--- src/rtl/demux_pkg.sv ---
// Shared definitions for the round-robin demux dispatcher.
// Lane count, lane index type and the rotating-priority lane search.
package demux_pkg;

  localparam int unsigned NUM_LANES  = 4;
  localparam int unsigned LANE_IDX_W = 2;

  typedef logic [LANE_IDX_W-1:0] lane_idx_t;

  // First set bit of mask searching start, start+1, ... (mod NUM_LANES); start if none set.
  function automatic lane_idx_t next_free_lane(input logic [NUM_LANES-1:0] mask,
                                               input lane_idx_t            start);
    lane_idx_t pick;
    lane_idx_t cand;
    logic      found;
    pick  = start;
    found = 1'b0;
    for (int unsigned i = 0; i < NUM_LANES; i++) begin
      cand = start + lane_idx_t'(i);
      if (!found && mask[cand]) begin
        pick  = cand;
        found = 1'b1;
      end
    end
    return pick;
  endfunction

endpackage

--- src/rtl/demux_rr_dispatcher_lane_slot.sv ---
// lane_slot: one-entry output register slice for a single dispatcher lane.
// A load in the same cycle as a drain wins, so the lane never bubbles.
module lane_slot #(
  parameter int unsigned WIDTH = 8
) (
  input  logic             clk,
  input  logic             rst,
  input  logic             load_i,
  input  logic             drain_i,
  input  logic [WIDTH-1:0] data_i,
  output logic [WIDTH-1:0] data_o,
  output logic             valid_o
);

  logic [WIDTH-1:0] data_q, data_d;
  logic             valid_q, valid_d;

  // Next-state: load overrides drain; data holds its last value on drain.
  always_comb begin
    data_d  = data_q;
    valid_d = valid_q;
    if (load_i) begin
      data_d  = data_i;
      valid_d = 1'b1;
    end else if (drain_i) begin
      valid_d = 1'b0;
    end
  end

  // Slot registers, cleared by asynchronous reset.
  always_ff @(posedge clk or posedge rst) begin
    if (rst) begin
      data_q  <= '0;
      valid_q <= 1'b0;
    end else begin
      data_q  <= data_d;
      valid_q <= valid_d;
    end
  end

  assign data_o  = data_q;
  assign valid_o = valid_q;

endmodule

--- src/rtl/demux_rr_dispatcher.sv ---
// demux_rr_dispatcher: steers an input valid/ready stream to four one-entry
// lanes in rotating order; sel exports the lane pointer to the 1-to-4 demux.
// Build option: define DEMUX_SKIP_BUSY_EN for work-conserving lane selection
// (skip lanes that cannot load); otherwise strict round robin.
module demux_rr_dispatcher
  import demux_pkg::*;
#(
  parameter int unsigned WIDTH = 8
) (
  input  logic                       clk,
  input  logic                       rst,
  input  logic [WIDTH-1:0]           in_data,
  input  logic                       in_valid,
  output logic                       in_ready,
  output logic [NUM_LANES*WIDTH-1:0] out_data,
  output logic [NUM_LANES-1:0]       out_valid,
  input  logic [NUM_LANES-1:0]       out_ready,
  output logic [LANE_IDX_W-1:0]      sel
);

  lane_idx_t            sel_q, sel_d;
  lane_idx_t            target_c;
  logic                 accept_c;
  logic [NUM_LANES-1:0] can_load_c;
  logic [NUM_LANES-1:0] load_c;
  logic [NUM_LANES-1:0] drain_c;

  assign can_load_c = ~out_valid | out_ready;

`ifdef DEMUX_SKIP_BUSY_EN
  // Work-conserving: first lane able to load, starting at the pointer.
  assign target_c = next_free_lane(can_load_c, sel_q);
  assign in_ready = |can_load_c;
  assign sel      = target_c;
`else
  // Strict round robin: only the pointed lane may take the word.
  assign target_c = sel_q;
  assign in_ready = can_load_c[sel_q];
  assign sel      = sel_q;
`endif

  assign accept_c = in_valid & in_ready;

  // Pointer advance: one past the lane that took the word.
  always_comb begin
    sel_d = sel_q;
    if (accept_c) begin
      sel_d = target_c + lane_idx_t'(1);
    end
  end

  // Pointer register.
  always_ff @(posedge clk or posedge rst) begin
    if (rst) begin
      sel_q <= '0;
    end else begin
      sel_q <= sel_d;
    end
  end

  for (genvar k = 0; k < NUM_LANES; k++) begin : g_lane
    assign load_c[k]  = accept_c & (target_c == lane_idx_t'(k));
    assign drain_c[k] = out_valid[k] & out_ready[k];

    lane_slot #(
      .WIDTH (WIDTH)
    ) u_slot (
      .clk     (clk),
      .rst     (rst),
      .load_i  (load_c[k]),
      .drain_i (drain_c[k]),
      .data_i  (in_data),
      .data_o  (out_data[k*WIDTH +: WIDTH]),
      .valid_o (out_valid[k])
    );
  end

endmodule

--- config.mk ---
export PLATFORM = sky130hd
export DESIGN_NAME = demux_rr_dispatcher
export DESIGN_NICKNAME = d
export VERILOG_FILES = /design/src/rtl/demux_pkg.sv /design/src/rtl/demux_rr_dispatcher_lane_slot.sv /design/src/rtl/demux_rr_dispatcher.sv
export SDC_FILE = /design/constraint.sdc
export NUM_CORES = 1
export LEC_CHECK = 0
export CAP_MARGIN = 5
export CORE_ASPECT_RATIO = 0.9
export CORE_MARGIN = 8
export CORE_UTILIZATION = 56
export DETAILED_ROUTE_END_ITERATION = 8
export DONT_BUFFER_PORTS = 1
export PLACE_DENSITY = 0.81
export SYNTH_ARGS = -nofsm -noshare
export SYNTH_HDL_FRONTEND = slang
export SYNTH_HIERARCHICAL = 1
export SYNTH_SLANG_ARGS = --single-unit
--- constraint.sdc ---
create_clock -name clk -period 2 [get_ports clk]
set_clock_uncertainty 0.2 [all_clocks]
set_input_delay 0.4 -clock clk [delete_from_list [all_inputs] [get_ports clk]]
set_output_delay 0.4 -clock clk [all_outputs]
set_load 0.01 [all_outputs]
After elaboration in Yosys (flattened, before gate mapping):

Index checks and enable logic that the tools add are counted.

* memories kept: 0
* word-level logic and storage cells: 40
* RAM bits: 0
* bits in read-only memories: 0
* bits in latches: 0
* bits in registers: 38

* bitwise gates (word level): 11
* equality and inequality tests: 3
* order comparisons: 1
* multiplexer cells: 10
* add/subtract/negate cells: 1
* shifts and indexed selects: 0
* multipliers: 0
* divide/modulo/power cells: 0
* reductions and logical operators: 5

Operators with widths (count)
* 1-bit bitwise AND: 9
* 1-bit two-way mux: 9
* 2-bit nonzero test: 4
* 2-bit == test, second input constant: 2
* 4-bit NOT: 1
* 4-bit OR: 1
* 2-bit by 3-bit less-than comparator with 1-bit output, second input constant: 1
* 2-bit by 1-bit adder with 2-bit output, second input constant: 1
* 1-bit binary-select mux with 2-bit select: 1
* 2-bit by 1-bit == test with 1-bit output, second input constant: 1
* 2-bit zero test: 1

Depth between registers and ports, before layout:

* depth in word-level cells: 7
* depth in mapped cells: 6
* mapped depth without buffers: 5

By module:

Netlist, hierarchy kept.

By module, submodules not included
* lane_slot: sequential area each 225.2 um2, cells an instance 21, times used 4, area an instance 372.9 um2
* demux_rr_dispatcher: sequential area each 50.0 um2, cells an instance 37, times used 1, area an instance 325.3 um2

Worst setup path before layout:

No wires, ideal clock.

* kind: register -> register
* from: register sel_q[0], in the netlist sel[0]
* to: register g_lane[0].u_slot.data_q[0]
* arrival: 1.765 ns
* data required time: 1.675 ns
* slack: -0.090 ns
* cell stages (with the launch flop): 6
* clock period less this slack: 2.090 ns
* setup time: 0.125 ns
* buffers on the path: 1
* cell sequence: dfrtp_1 inv_2 mux4_2 nor3_2 buf_6 mux2_4

* cells in the longest elaborated chain, start to end: 4
* elaborated cells on any way between the ends: 5

Ends and longest elaborated chain
* start: declaration: line demux_rr_dispatcher.sv:21 `lane_idx_t sel_q, sel_d;`
* start signal: assignment: line demux_rr_dispatcher.sv:57 `sel_q <= sel_d;`
* 1-bit binary-select mux with 2-bit select: line demux_rr_dispatcher.sv:38 `assign in_ready = can_load_c[sel_q];`
* 1-bit two-way mux (implied by the code): line demux_rr_dispatcher.sv:38
* 1-bit bitwise AND: line demux_rr_dispatcher.sv:42 `assign accept_c = in_valid & in_ready;`
* 1-bit bitwise AND *: line demux_rr_dispatcher.sv:62 `assign load_c[k] = accept_c & (target_c == lane_idx_t'(k));`
* via load_c[0]: line demux_rr_dispatcher.sv:25 `logic [NUM_LANES-1:0] load_c;`
* end signal: assignment: line demux_rr_dispatcher_lane_slot.sv:36 `data_q <= data_d;`
* end: declaration: line demux_rr_dispatcher_lane_slot.sv:15 `logic [WIDTH-1:0] data_q, data_d;`

The timed path passes the listed nets; every way through them passes the cells marked *. The select of a mux whose other input is x is not followed.
A chain may end at the register's enable or synchronous reset.

Worst setup path in the final report:

* from: register g_lane[3].u_slot.valid_q
* to: output port in_ready

* cells in the longest elaborated chain, start to end: 4

Ends and longest elaborated chain
* start: declaration: line demux_rr_dispatcher_lane_slot.sv:16 `logic valid_q, valid_d;`
* start signal: assignment: line demux_rr_dispatcher_lane_slot.sv:37 `valid_q <= valid_d;`
* 4-bit NOT: line demux_rr_dispatcher.sv:28 `assign can_load_c = ~out_valid | out_ready;`
* 4-bit OR: line demux_rr_dispatcher.sv:28
* 1-bit binary-select mux with 2-bit select: line demux_rr_dispatcher.sv:38
* 1-bit two-way mux (implied by the code): line demux_rr_dispatcher.sv:38
* end: declaration: line demux_rr_dispatcher.sv:14 `output logic in_ready,`

Every way passes these cells. The select of a mux whose other input is x is not followed.

==> impl_metrics.yaml <==
global_routing:
  grt_usage: 0.165
  antenna_found_initial: 1
  grt_overflow: 0
  grt_max_degree: 13
  grt_pass1_wl_um: 6900
  grt_pass1_vias: 1205
worst_setup_path:
  worstPathRequired_ns: 1.40
  critPathKind: "reg2out"
  end_kind: "output port"
  cp-start-kind: "flip-flop"
  crit_buf_inv: 2
  arrival_ns: 1.61
  cp_slowest_cell: "mux4_2"
  cp_max_fo: 2
  cp_cell_sequence: "and2b_1, mux4_2, buf_6, inv_4"
  r2r_slack_ns: -0.21
  path_delay_family: "multiplexers"
  critical_path.max_stage_delay_ns: 0.50
clock_network:
  worstSkewPairLatency_ns: 0.34
  path_clk_slew_ns: 0.11
  htreeDepth: 2
  cts.sinks: 38
  ctsLongestPathBuffers: 2
  cts_made_buffers: 5
  cts-root-buf: "clkbuf_4"
  cts_tree: "built"
cells_and_area:
  layout_common_cells: "dfrtp_1 (37), mux2_4 (32), inv_1 (15), buf_4 (15), dlygate4sd3_1 (10)"
  final_nets: 178
  area_growth_pct: 26.2
  multi_input_area_um2: 776
  nFillCells: 183
  fin_util: 0.747
  drive_gt1_frac: 0.500
  regArea_um2: 952
  antenna-diode-count: 0
  final_common_cell: "dfrtp_1"
  layout.cells.non_filler: 202
drt:
  first_pass_iters: 4
  met3_length_um: 444
  viasPerCell: 5.33
  remaining_drc_errors: 0
  routed.top_layer: "met5"
  initialDrtViolationCount: 85
  routed_wirelength_um: 4300
  dr_wl_met2_um: 2060
  detail-route-antenna-nets: 0
  drt-met1-wl_um: 1720
  vias: 1076
  wl_per_cell_um: 21.3
floorplanning:
  ioPinCount: 54
  start_util: 0.592
  fp.dieH_um: 70.0
  dieArea_um2: 5330
  die_w_um: 76.0
  rows: 19
  core_area_um2: 3070
job:
  maxCapViolations: 0
logic_synthesis:
  netlist_instances: 121
  synth_area_leaders: "dfrtp_1 (52%), mux2_4 (26%), inv_1 (3.3%)"
  ys_types: 21
  synth_nets: 140
  synth_area_per_cell_um2: 15.0
  yosysWarnings: 6
  yosysTopAreaCellShare: 0.523
  ys_seq_elements: 38
  synth_area_um2: 1820
  synth_top_cell_by_area: "dfrtp_1"
  ys_seq_area_frac: 0.523
placement:
  io_buffers: 0
  place_congestion: 0.778
  place.detailed.hpwl_um: 3110
  placed_cells: 174
timing:
  fin_crit_sh: 1.11
  fin_setup_tns_ns: -5.31
  max_slew_margin: 0.755
  finalSetupViolCount: 33
  final.setup.worst_slack_ns: -0.215
  hold_violations: 0
  fmax_mhz: 452
  finalMaxSlewViolations: 0
  min_period_ns: 2.21
  worst_pin_slew_ns: 0.367
  rsz0062_at_grt: "yes"
power:
  total_power_mw: 3.97
  power_density_nw_per_um2: 1730
  irDropWorstVdd_v: 0.00106
  p_leak_nw: 1.10
outcome:
  status: "finished, violations left"
  violations: "negative setup slack"
hold_path:
  hold_class: "in2reg"
## layer usage
metal,vias up,GRT usage
met1,541,0.182
met5,-,0
li1,481,-
met4,2,0.0652
met3,8,0.0882
met2,44,0.261
## worst reg2reg max path: stages (launching register included)
cell,delay [ns]
dfrtp_1,0.39
and2b_1,0.17
mux4_2,0.50
buf_6,0.17
nor3_4,0.18
buf_6,0.19
mux2_4,0.31
## timing repair
item	in CTS	in global routing
hold endpoints to repair	71	0
hold buffers	10	0
resized for setup	12	3
setup buffers	7	2
cloned	1	0
setup endpoints to repair	33	36
## synthesized netlist by cell type
library cell,number
inv_1,16
a211oi_1,1
or3b_2,1
nand3b_1,1
nor2b_1,2
inv_2,1
ha_1,4
and2_1,4
mux2i_1,1
dfrtp_1,38
a21o_2,4
mux2_4,32
a31oi_1,2
nor2b_4,1
and2b_1,1
mux4_2,1
nor3b_1,1
o22ai_2,1
buf_6,4
nand2_1,1
nor3_2,4
## stage by stage
stage / setup WS, ns / cell area, um2 / hold slack (ns)
6_report: -0.215 / 2290 / 0.00886
5_1_grt: -0.266 / 2290 / 0.00574
4_1_cts: -0.197 / 2270 / 0.00249
3_5_place_dp: -0.168 / 1950 / -0.0499
3_3_place_gp: -0.117 / 1950 / -0.0573
2_1_floorplan: -0.0666 / 1820 / -0.0589
## worst paths after layout
check                                                        from  depth (start not counted)                                      to
max                          g_lane[3].u_slot/valid_o$_DFFE_PP0P_                          4                                in_ready
min                                                      in_valid                          2                      sel[1]$_DFFE_PP0P_
max reg2reg                  g_lane[3].u_slot/valid_o$_DFFE_PP0P_                          6  g_lane[3].u_slot/data_o[2]$_DFFE_PP0P_
min reg2reg                g_lane[0].u_slot/data_o[2]$_DFFE_PP0P_                          1  g_lane[0].u_slot/data_o[2]$_DFFE_PP0P_
max in group asynchronous                                     rst                          2  g_lane[0].u_slot/data_o[1]$_DFFE_PP0P_
min in group asynchronous                                     rst                          2                      sel[0]$_DFFE_PP0P_
## logic make-up (layout without fill, tap and decap cells)
logic type,after synthesis,after routing,synth area share
compound gates,8,8,0.0372
buf+inv,21,60,0.0599
flops,38,38,0.523
fa+ha+maj,4,4,0.0275
mux,34,34,0.282
simple gates,16,16,0.0696
## power breakdown
part	switching (mW)	internal, mW
clock	0.258	0.423
sequential	0.477	1.16
combinational	0.612	1.04
## cell type report
cell class | count | area share
flip-flops and latches | 38 | 0.415
multi-input cells | 62 | 0.338
repair buffers | 35 | 0.146
inverters | 17 | 0.0289
clock inverters | 2 | 0.0262
well taps | 42 | 0.0229
clock buffers | 6 | 0.0224
## flip-flops by register name, summed over array words and instances (netlist names)
register / cells
g_lane.u_slot/valid_o: 4
g_lane.u_slot/data_o: 32
sel: 2
Note: power is estimated with default switching activity, not from simulation.
==> edit 1 (config.mk and constraints unchanged) <==
Reset style: synchronous (`rst`), changed in 2 clocked blocks. Comments in the files are not updated.
--- a/src/rtl/demux_rr_dispatcher_lane_slot.sv
+++ b/src/rtl/demux_rr_dispatcher_lane_slot.sv
@@ -28,7 +28,7 @@
   end
 
   // Slot registers, cleared by asynchronous reset.
-  always_ff @(posedge clk or posedge rst) begin
+  always_ff @(posedge clk) begin
     if (rst) begin
       data_q  <= '0;
       valid_q <= 1'b0;
--- a/src/rtl/demux_rr_dispatcher.sv
+++ b/src/rtl/demux_rr_dispatcher.sv
@@ -50,7 +50,7 @@
   end
 
   // Pointer register.
-  always_ff @(posedge clk or posedge rst) begin
+  always_ff @(posedge clk) begin
     if (rst) begin
       sel_q <= '0;
     end else begin
Behaviour: differs if rst is asserted again (counterexample within 4 cycles, from zero or initial values and one cycle with rst high); with rst held inactive, the same outputs for 10 cycles.
==> edit 1 against the unedited design <==
The run still ends with negative setup slack left; first-iteration DRC count grew 15%; non-clock buffer count shrank 14; area after synthesis shrank 14%; worst hold slack lost 0.0046 ns; sequential share of layout area grew 0.73 points; core utilization shrank 7.7 points; critical endpoint unchanged; worst setup slack gained 0.15 ns; design area shrank 21%; routed wire length shrank 16%; die area shrank 11%; final cell count shrank 0.50%; maximum frequency grew 7.5%; sequential cell count is the same; critical path type unchanged.
Power is not compared: it rests on default switching activity, and its combinational part moved more than twofold at a synthesized area within 25%.
==> edit 1: results (changes against the unedited design) <==
Number of antenna violations at the first check in global routing: 0 (-1). The worst reg2reg path depth is 5 (-1), and the total setup violations reported at the end of the flow is 1 (-97%). The final net count came out at 189 (+6.2%).

The estimated wirelength of the detail-placed design came out at 2520 um (-19%). The checks that failed: negative setup slack. The tools report the slack of the worst reg-to-reg path as 0.09 ns (+0.30 ns). The count of placed standard cells including taps is 181 (+4.0%). The run gives 19 (-9.5%) as the number of unique standard cell types used by synthesis. Mean area per synthesized cell: 10.38 um2 (-31%). The tools report the total nets after synthesis as 169 (+21%).

The global router's overall resource usage was 0.1561 (-0.009094); the number of global-route vias before repair was 1158 (-3.9%). The area fraction in compound gates after synthesis was 0.03213 (-0.005062). The arithmetic-cell share of the synthesized area counting full adders, half adders and majority gates came out at 0.03213 (+0.004580). By count the netlist is led by sky130_fd_sc_hd__dfxtp_1 (38), sky130_fd_sc_hd__mux2i_1 (32), sky130_fd_sc_hd__nor2_1 (32). The met1 layer wirelength in the final routing was 1278 um (-26%). The run gives 39 (+26) as the largest net degree at the start of global routing. The flow ran to the end, but the final reports show violations. For the met3 wirelength from detailed routing, the log shows 486 um (+9.5%). The maximum net fanout on the critical path is 5 (+3). The run gives -0.06019 ns (+0.1545 ns) as the final worst slack.

The origin of the worst setup path is g_lane[0].u_slot/valid_o. The met1 global-route usage was 0.1470 (-0.03500); the post-detailed-placement cell area was 0.001598 mm2 (-18%). The sequential share of the synthesized area was 0.4884 (-0.03506). Slew at the pin closest to its max-slew limit: 0.3126 ns (-0.05482 ns). The met3 track demand over resource in global routing is 0.1106 (+0.02237).

The run gives 5706 um (-17%) as the first-pass GRT wire length. Mux contribution to synthesized area: 0.2345 (-0.04783). The sum of negative setup slack is -0.06019 ns (+5.249 ns).

The tools report the final worst hold slack as 0.004271 ns (-0.004589 ns). Fill cell total of the finished layout: 215 (+17%).
-- edit 1: cell count changes after synthesis, moves of 8 or more --
cell	before	now
sky130_fd_sc_hd__mux2_4	32	0
sky130_fd_sc_hd__mux2i_1	1	32
sky130_fd_sc_hd__dfxtp_1	0	38
sky130_fd_sc_hd__nor2_1	0	32
sky130_fd_sc_hd__nand2b_1	0	8
sky130_fd_sc_hd__dfrtp_1	38	0
sky130_fd_sc_hd__inv_1	16	5
-- edit 1: layout make-up --
cell class | instances | area, um2 | area share
clock buffers | 6 | 51.30 | 0.02831
clock inverters | 2 | 12.51 | 0.006906
inverters | 6 | 22.52 | 0.01243
multi-input cells | 98 | 733.2 | 0.4047
flip-flops and latches | 38 | 765.7 | 0.4227
well taps | 30 | 37.54 | 0.02072
repair buffers | 21 | 188.9 | 0.1043
-- edit 1: timing repair --
action / CTS / global route
setup endpoints to repair: 1 / 31
endpoints found under the hold margin: 38 / 3
buffers inserted: 5 / 0
hold buffers: 5 / 2
resized for setup: 6 / 6
==> edit 2 (config.mk and constraints unchanged) <==
Made on the original files. Build with the macro `DEMUX_SKIP_BUSY_EN` defined.
--- a/src/rtl/demux_rr_dispatcher.sv
+++ b/src/rtl/demux_rr_dispatcher.sv
@@ -2,6 +2,8 @@
 // lanes in rotating order; sel exports the lane pointer to the 1-to-4 demux.
 // Build option: define DEMUX_SKIP_BUSY_EN for work-conserving lane selection
 // (skip lanes that cannot load); otherwise strict round robin.
+`define DEMUX_SKIP_BUSY_EN
+
 module demux_rr_dispatcher
   import demux_pkg::*;
 #(
Function: changed (a bounded check fails within 10 cycles, from zero or initial values and one cycle with rst high).
==> edit 2 against the unedited design <==
The run still ends with negative setup slack left; register-to-register slack worse by 0.03 ns; routed wire length is 20% higher; area after synthesis is 1.6% higher; clock power is 1% higher; total power is 16% higher; sequential cell count stayed put; design area is 9.8% higher; worst setup slack worse by 0.044 ns; largest power group unchanged.
==> edit 2: results (changes against the unedited design) <==
Total vias in the final route: 1183 (+9.9%). The sum of routed wire length over all layers is 5171 um (+20%). The count of mapped cells out of synthesis was 125 (+3.3%); the worst hold path cell count was 3 (+1). The worst-skew pair later-pin latency is 0.36 ns (+0.02 ns). In this run the critical register-to-register path is captured at g_lane[0].u_slot/data_o[0]. The met3 track demand over resource in global routing was 0.08440 (-0.003836); the worst reg2reg path depth was 9 (+3). The total iterations of the first detailed-routing run came out at 2 (-2).

The met1 global-route usage came out at 0.2138 (+0.03176). The logs give 7486 um (+8.5%) for the first-pass GRT wire length and 0.7941 (+2.1%) for the final weighted congestion in routability-driven placement. Final worst slack: -0.2583 ns (-0.04362 ns). The quantity of I/O buffers inserted on ports was 0 (unchanged). The met2 usage in global routing is 0.2757 (+0.01426), and the share of final-layout standard cells stronger than drive strength 1 is 0.6105 (+0.1105). The commonest cells after synthesis are sky130_fd_sc_hd__dfrtp_1 (38), sky130_fd_sc_hd__mux2_4 (32), sky130_fd_sc_hd__inv_1 (12). Final worst hold slack: 0.1207 ns (+0.1119 ns).

The run gives 0.7361 (-0.01867) as the relative slew slack. The logs give 186 (+4.5%) for the final net count and 36 (+9.1%) for the total setup violations reported at the end of the flow. For the post-cts hold buffer count, the log shows 9 (-1). The worst register-to-register path begins at sel_q[0]. The sum of negative setup slack is -5.021 ns (+0.2883 ns). The flow ran to the end, but the final reports show violations. The flip-flop count of the largest register after layout was 32 (unchanged). The tools report the iteration-0 DRC count of the detailed router as 50 (-41%). The final reports fail on negative setup slack.

The origin of the worst setup path is sel_q[0]. The tools report the data arrival time of the critical path as 1.66 ns (+0.05 ns). The tools report the count of placed standard cells including taps as 183 (+5.2%). The sequential share of the synthesized area is 0.5153 (-0.008162).

The worst hold path terminates at sel_q[1]. For the number of antenna violations at the first check in global routing, the log shows 0 (-1). The buffer count from post-CTS setup fixing is 6 (-1).

In the post-synthesis netlist, the biggest area contributors are sky130_fd_sc_hd__dfrtp_1 (52%), sky130_fd_sc_hd__mux2_4 (26%), sky130_fd_sc_hd__buf_6 (2.4%). The estimated wirelength of the detail-placed design is 3284 um (+5.6%), and the number of unique standard cell types used by synthesis is 28 (+33%). The leakage power total was 1.184 nW (+7.2%); the global router's overall resource usage was 0.1760 (+0.01075). The fill cell total of the finished layout was 169 (-7.7%); the maximum vdd ir drop was 1148 uV (+8.0%).

The number of global-route vias before repair is 1311 (+8.8%).
edit 2: cell types whose count changed in the layout (fill, tap and decap cells not counted), moves of 3 or more:
| cell | before | now |
|---|---|---|
| sky130_fd_sc_hd__buf_4 | 15 | 21 |
| sky130_fd_sc_hd__ha_1 | 4 | 0 |
| sky130_fd_sc_hd__inv_1 | 15 | 11 |
| sky130_fd_sc_hd__nor3_4 | 3 | 0 |
edit 2: metal layers:
| metal | vias up | share of wire |
|---|---|---|
| li1 | 528 | - |
| met1 | 609 | 0.42 |
| met2 | 39 | 0.48 |
| met3 | 7 | 0.084 |
| met4 | 0 | 0.011 |
| met5 | - | 0 |
edit 2: cell families after synthesis:
family | after synthesis | synth area share
multiplexers | 32 | 0.2603
AND/OR/NAND/NOR | 19 | 0.08340
flip-flops | 38 | 0.5153
AO/OA/AOI/OAI | 19 | 0.09017
buffers and inverters | 17 | 0.05084
edit 2: layout make-up:
cell class,instances,area (um2),area share
clock buffers,6,51.30,0.02039
inverters,13,48.80,0.01939
repair buffers,43,447.9,0.1780
flip-flops and latches,38,952.2,0.3784
clock inverters,2,60.06,0.02387
well taps,42,52.55,0.02089
multi-input cells,70,903.4,0.3590
edit 2: critical path: stages, from the launching register on:
cell,delay [ns]
sky130_fd_sc_hd__dfrtp_1,0.48
sky130_fd_sc_hd__buf_4,0.20
sky130_fd_sc_hd__o21ai_0,0.19
sky130_fd_sc_hd__nand2_1,0.13
sky130_fd_sc_hd__o21ai_2,0.10
sky130_fd_sc_hd__inv_2,0.08
sky130_fd_sc_hd__buf_6,0.12
edit 2: power breakdown:
part / internal [mW] / switching [mW]
sequential: 1.17 / 0.534
combinational: 1.38 / 0.851
clock: 0.423 / 0.269
total: 2.97 / 1.65
